==> src/rtl/core_run_ctrl.sv <==
// core_run_ctrl
// ---------------------------------------------------------------------------
// Run controller for the single-cycle RISC-V core. After `start` it holds the
// core in reset for RST_CYCLES cycles, then lets it run until one of three
// things happens: the core raises halt_i, the PC stops moving for STALL_LIMIT
// cycles (optional), or the cycle budget MAX_CYCLES is used up. The cause
// and the number of completed RUN cycles are latched for inspection.
//
// Optional feature macro: CORE_RUN_CTRL_STALL_DET_EN
//   defined   -> PC-stall detection is built and can end a run
//   undefined -> pc_i is ignored and `stalled` stays 0
//
// Ports
//   clk          in   1      single clock, rising edge
//   rst          in   1      synchronous, active-high reset
//   start        in   1      begin a run (sampled in IDLE or DONE only)
//   halt_i       in   1      core halt indication (used in RUN only)
//   pc_i         in   PC_W   core program counter
//   core_rst_n   out  1      active-low reset to the core
//   core_en      out  1      core advance enable, high only in RUN
//   running      out  1      high in RUN
//   done         out  1      high in DONE
//   halted       out  1      run ended by halt_i
//   stalled      out  1      run ended by PC stall
//   timeout      out  1      run ended by cycle budget
//   cycle_count  out  CNT_W  completed RUN cycles
//   fsm_state    out  2      current FSM state (debug)
//
// Handshake: `start` is a level sampled on a rising edge while the FSM is in
// IDLE or DONE; it is ignored in every other state. All outputs are
// registered, so no input reaches an output combinationally.
// ---------------------------------------------------------------------------
module core_run_ctrl #(
   parameter int RST_CYCLES  = 3,
   parameter int MAX_CYCLES  = 1000,
   parameter int CNT_W       = 16,
   parameter int PC_W        = 32,
   parameter int STALL_LIMIT = 4
) (
   input  logic             clk,
   input  logic             rst,
   input  logic             start,
   input  logic             halt_i,
   input  logic [PC_W-1:0]  pc_i,
   output logic             core_rst_n,
   output logic             core_en,
   output logic             running,
   output logic             done,
   output logic             halted,
   output logic             stalled,
   output logic             timeout,
   output logic [CNT_W-1:0] cycle_count,
   output logic [1:0]       fsm_state
);

   localparam logic [1:0] S_IDLE  = 2'd0;
   localparam logic [1:0] S_RESET = 2'd1;
   localparam logic [1:0] S_RUN   = 2'd2;
   localparam logic [1:0] S_DONE  = 2'd3;

   // Reset counter counts RST_CYCLES-1 down to 0, one step per RESET cycle.
   localparam int              RCW      = (RST_CYCLES > 1) ? $clog2(RST_CYCLES) : 1;
   localparam logic [RCW-1:0]  RST_LOAD = RCW'(RST_CYCLES - 1);

   // Comparing against MAX_CYCLES-1 is the same as cycle_count+1 == MAX_CYCLES
   // without needing an extra bit for the sum.
   localparam logic [CNT_W-1:0] CNT_LAST = CNT_W'(MAX_CYCLES - 1);

   logic [1:0]     state;
   logic [RCW-1:0] rst_cnt;
   logic           stall_hit;
   logic           budget_hit;
   logic           run_exit;
   logic           launch;

   assign fsm_state  = state;
   assign launch     = start && ((state == S_IDLE) || (state == S_DONE));
   assign budget_hit = (cycle_count == CNT_LAST);
   assign run_exit   = halt_i || stall_hit || budget_hit;

`ifdef CORE_RUN_CTRL_STALL_DET_EN
   localparam int SCW = $clog2(STALL_LIMIT + 1);

   logic [SCW-1:0]  stall_cnt;
   logic [SCW-1:0]  stall_next;
   logic [PC_W-1:0] pc_last;

   // cycle_count == 0 marks the first RUN cycle: pc_last has no valid
   // history yet, so that cycle only loads it.
   always_comb begin
      stall_next = '0;
      if ((cycle_count != '0) && (pc_i == pc_last)) begin
         stall_next = stall_cnt + 1'b1;
      end
   end

   // Fires in the same cycle the counter would reach the limit.
   assign stall_hit = (state == S_RUN) && (stall_next == SCW'(STALL_LIMIT));

   always_ff @(posedge clk) begin
      if (rst) begin
         stall_cnt <= '0;
         pc_last   <= '0;
      end else if (launch) begin
         stall_cnt <= '0;
         pc_last   <= '0;
      end else if (state == S_RUN) begin
         stall_cnt <= stall_next;
         pc_last   <= pc_i;
      end
   end
`else
   logic unused_pc;
   assign unused_pc = ^pc_i;
   assign stall_hit = 1'b0;
`endif

   always_ff @(posedge clk) begin
      if (rst) begin
         state       <= S_IDLE;
         rst_cnt     <= '0;
         core_rst_n  <= 1'b0;
         core_en     <= 1'b0;
         running     <= 1'b0;
         done        <= 1'b0;
         halted      <= 1'b0;
         stalled     <= 1'b0;
         timeout     <= 1'b0;
         cycle_count <= '0;
      end else begin
         case (state)
            S_IDLE, S_DONE: begin
               // DONE keeps the core out of reset so its state can be read;
               // a new start puts it back into reset and clears the result.
               if (start) begin
                  state       <= S_RESET;
                  rst_cnt     <= RST_LOAD;
                  core_rst_n  <= 1'b0;
                  core_en     <= 1'b0;
                  running     <= 1'b0;
                  done        <= 1'b0;
                  halted      <= 1'b0;
                  stalled     <= 1'b0;
                  timeout     <= 1'b0;
                  cycle_count <= '0;
               end
            end

            S_RESET: begin
               if (rst_cnt == '0) begin
                  state      <= S_RUN;
                  core_rst_n <= 1'b1;
                  core_en    <= 1'b1;
                  running    <= 1'b1;
               end else begin
                  rst_cnt <= rst_cnt - 1'b1;
               end
            end

            S_RUN: begin
               cycle_count <= cycle_count + 1'b1;
               if (run_exit) begin
                  state   <= S_DONE;
                  core_en <= 1'b0;
                  running <= 1'b0;
                  done    <= 1'b1;
                  // Priority halt > stall > budget keeps exactly one cause set.
                  halted  <= halt_i;
                  stalled <= !halt_i && stall_hit;
                  timeout <= !halt_i && !stall_hit;
               end
            end

            default: begin
               state <= S_IDLE;
            end
         endcase
      end
   end

endmodule

==> config.mk <==
export PLATFORM = sky130hd
export DESIGN_NAME = core_run_ctrl
export DESIGN_NICKNAME = d
export VERILOG_FILES = /design/src/rtl/core_run_ctrl.sv
export SDC_FILE = /design/constraint.sdc
export NUM_CORES = 1
export LEC_CHECK = 0
export ABC_CLOCK_PERIOD_IN_PS = 2300
export BUFFER_PORTS_ARGS = -buffer_cell sky130_fd_sc_hd__buf_2
export CORE_MARGIN = 3
export CORE_UTILIZATION = 41
export CTS_CLUSTER_SIZE = 25
export DETAILED_ROUTE_END_ITERATION = 12
export MAX_ROUTING_LAYER = met4
export PLACE_DENSITY = 0.8
export RECOVER_POWER = 100
export SYNTH_ARGS = -nofsm -noshare
export SYNTH_HDL_FRONTEND = slang
export SYNTH_SLANG_ARGS = --single-unit
==> constraint.sdc <==
create_clock -name clk -period 2.3 [get_ports clk]
set_clock_uncertainty 0.05 [all_clocks]
set_input_delay 0.46 -clock clk [delete_from_list [all_inputs] [get_ports clk]]
set_output_delay 0.46 -clock clk [all_outputs]
set_load 0.02 [all_outputs]
==> results.sh <==
export IMPL_path_class="flip-flop to flip-flop"
export IMPL_cts_buffers=3
export IMPL_crit_path_start="cycle_count[10]"
export IMPL_worstPathRequired_ps=2480
export IMPL_antenna_found_initial=0
export IMPL_synth_top_family_by_area="simple AND/OR/NAND/NOR gates"
export IMPL_die_x_um=61.7
export IMPL_initial_core_util_pct=44.6
export IMPL_fmax_ghz=0.447
export IMPL_cts_tree="done"
export IMPL_pre_cts_ws_ps=51.4
export IMPL_hold_viol_final=0
export IMPL_end_kind="flip-flop"
export IMPL_cp_max_fo=4
export IMPL_design_area_sq_um=1510
export IMPL_setup_tns_final_ps=0
export IMPL_yosys_area_share_xor_xnor_pct=5.51
export IMPL_crit_arrival_ps=2420
export IMPL_cts_sinks=25
export IMPL_die_h_um=61.7
export IMPL_cpMaxStageDelayCell="or4_4"
export IMPL_syn_cell_area_sq_um=1270
export IMPL_cts_root_buf="clkbuf_4"
export IMPL_drtIter0Drc=45
export IMPL_fp_row_count=19
export IMPL_path_clk_slew_ps=160
export IMPL_postSynthNetCount=189
export IMPL_power_per_cell_area_nw_per_um2=986
export IMPL_clkLatencyLatePin_ps=340
export IMPL_synthSimpleGateAreaFrac_pct=25.4
export IMPL_cts_hold_buffers=0
export IMPL_ant_nets=0
export IMPL_port_buffers=27
export IMPL_min_from="rst"
export IMPL_io_pins=61
export IMPL_drive_gt1_share_pct=14.9
export IMPL_holdCritPathClass="input pin to flip-flop"
export IMPL_min_period_over_period_pct=97.2
export IMPL_finalPower_uw=1490
export IMPL_yosysWarnings=0
export IMPL_ys_async_sr_fraction_pct=0
export IMPL_drtPass1Iterations=4
export IMPL_dp_hpwl_um=2160
export IMPL_startpoint_type="flip-flop"
export IMPL_synth_cells=148
export IMPL_gp_congestion=0.895
export IMPL_grt_max_degree=16
export IMPL_placed_area_sq_um=1480
export IMPL_grt_usage_pct=17.1
export IMPL_vias=1188
export IMPL_drv_slew=0
export IMPL_rrSetupSlack_ps=60
export IMPL_first_global_vias=1116
export IMPL_p_leak_uw=0.000521
export IMPL_wl_per_cell_um=14.0
export IMPL_syn_mean_instance_area_sq_um=8.59
export IMPL_clock_path_buffers=2
export IMPL_fillers=267
export IMPL_peakVddDrop_v=0.000407
export IMPL_setup_ws_ps=63.9
export IMPL_ys_flop_type="dfxtp_1"
export IMPL_synth_compound_area_share_pct=16.8
export IMPL_synthMuxAreaShare_pct=2.56
export IMPL_diodes=0
export IMPL_ys_types=38
export IMPL_maxCapViolCount=0
export IMPL_via_per_inst=5.60
export IMPL_path_cells="or4_1 -> or4_4 -> a211oi_4 -> mux2_1"
export IMPL_timing_rr_start="cycle_count[10]"
export IMPL_totalWireLength_um=2960
export IMPL_ctsHtreeMaxLevel=1
export IMPL_synth_fa_ha_area_share_pct=4.92
export IMPL_grt_first_pass_wirelength_um=4840
export IMPL_ys_seq_area_share_pct=39.4
export IMPL_finalSetupViolCount=0
export IMPL_finalNetCount=223
export IMPL_fin_crit_ps=2240
export IMPL_crit_buf_inv=0
export IMPL_overflow=0
export IMPL_most_common_layout_cells="dfxtp_1 (24), clkbuf_1 (24), nor2_1 (14), a21oi_1 (12)"
export IMPL_crit_family="simple AND/OR/NAND/NOR gates"
export IMPL_synth_edf_count=0
export IMPL_area_delta_synth_final_pct=18.5
export IMPL_route_detailed_drc=0
export IMPL_coreArea_sq_um=2850
export IMPL_outcome="finished, final reports clean"
export IMPL_slowest_delay_ps=590
export IMPL_rsz0062_at_grt="no"
export IMPL_synth_seq_cells=25
export IMPL_die_area_sq_um=3800
## state kept, by name, indices dropped and copies added, names as in the netlist
| register | count |
|---|---|
| core_rst_n | 1 |
| cycle_count | 16 |
| done | 1 |
| fsm_state | 2 |
| halted | 1 |
| rst_cnt | 2 |
| running | 1 |
| timeout | 1 |
## report_power, final
part	leakage (uW)	internal [uW]	switching [uW]
sequential	0.000203	496	51.0
clock	0.0000139	66.7	146
combinational	0.000303	284	442
## worst paths after layout
path | cells past startpoint | endpoint
worst min register to register | 2 | halted
worst max register to register | 4 | fsm_state[0]
worst max-delay path | 4 | fsm_state[0]
worst min-delay path | 2 | cycle_count[0]
## synth_stat cells, types with 4 or more instances
cell / n / area (sq um)
xnor2_1: 5 / 43.8
nor2b_1: 4 / 25.0
nor2_1: 14 / 52.6
ha_1: 5 / 62.6
dfxtp_1: 25 / 500
or3_1: 4 / 25.0
a21oi_1: 13 / 65.1
or4_1: 6 / 45.0
inv_1: 8 / 30.0
o31ai_1: 4 / 30.0
o21ai_0: 5 / 25.0
nand3_1: 5 / 25.0
nand2_1: 8 / 30.0
## area by class of cell
class	count	area (sq um)	share of cell area (%)
Clock buffer	3	22.5	1.50
Clock inverter	1	7.51	0.498
Inverter	8	30.0	1.99
Multi-Input combinational cell	108	738	49.0
Sequential cell	25	502	33.3
Tap cell	31	38.8	2.57
Timing Repair Buffer	36	168	11.1
## cell families after synthesis
logic type	count (synthesis)
flops	25
other cells	1
compound gates	32
simple gates	59
fa+ha+maj	5
mux	3
buf+inv	15
xor+xnor	8
## metrics by stage
| stage | utilization, % | hold slack (ps) | instances |
|---|---|---|---|
| after floorplan | - | 422 | 148 |
| after global placement | 51.7 | 408 | 207 |
| after detailed placement | 51.7 | 421 | 207 |
| after CTS | 52.8 | 379 | 211 |
| after global routing | 52.8 | 390 | 212 |
| final | 52.8 | 389 | 212 |
## metal layers
| layer | vias up | global-route usage, % | wire, um |
|---|---|---|---|
| li1 | 600 | - | - |
| met1 | 552 | 22.0 | 1360 |
| met2 | 32 | 27.4 | 1450 |
| met3 | 4 | 1.89 | 108 |
| met4 | 0 | 6.36 | 40 |
| met5 | - | - | 0 |
## what timing repair did
| item | CTS | global route |
|---|---|---|
| setup buffers | 0 | 1 |
| gates resized for setup | 0 | 6 |
| endpoints found under the setup margin | 0 | 4 |
Power figures use the tool's default switching activity.
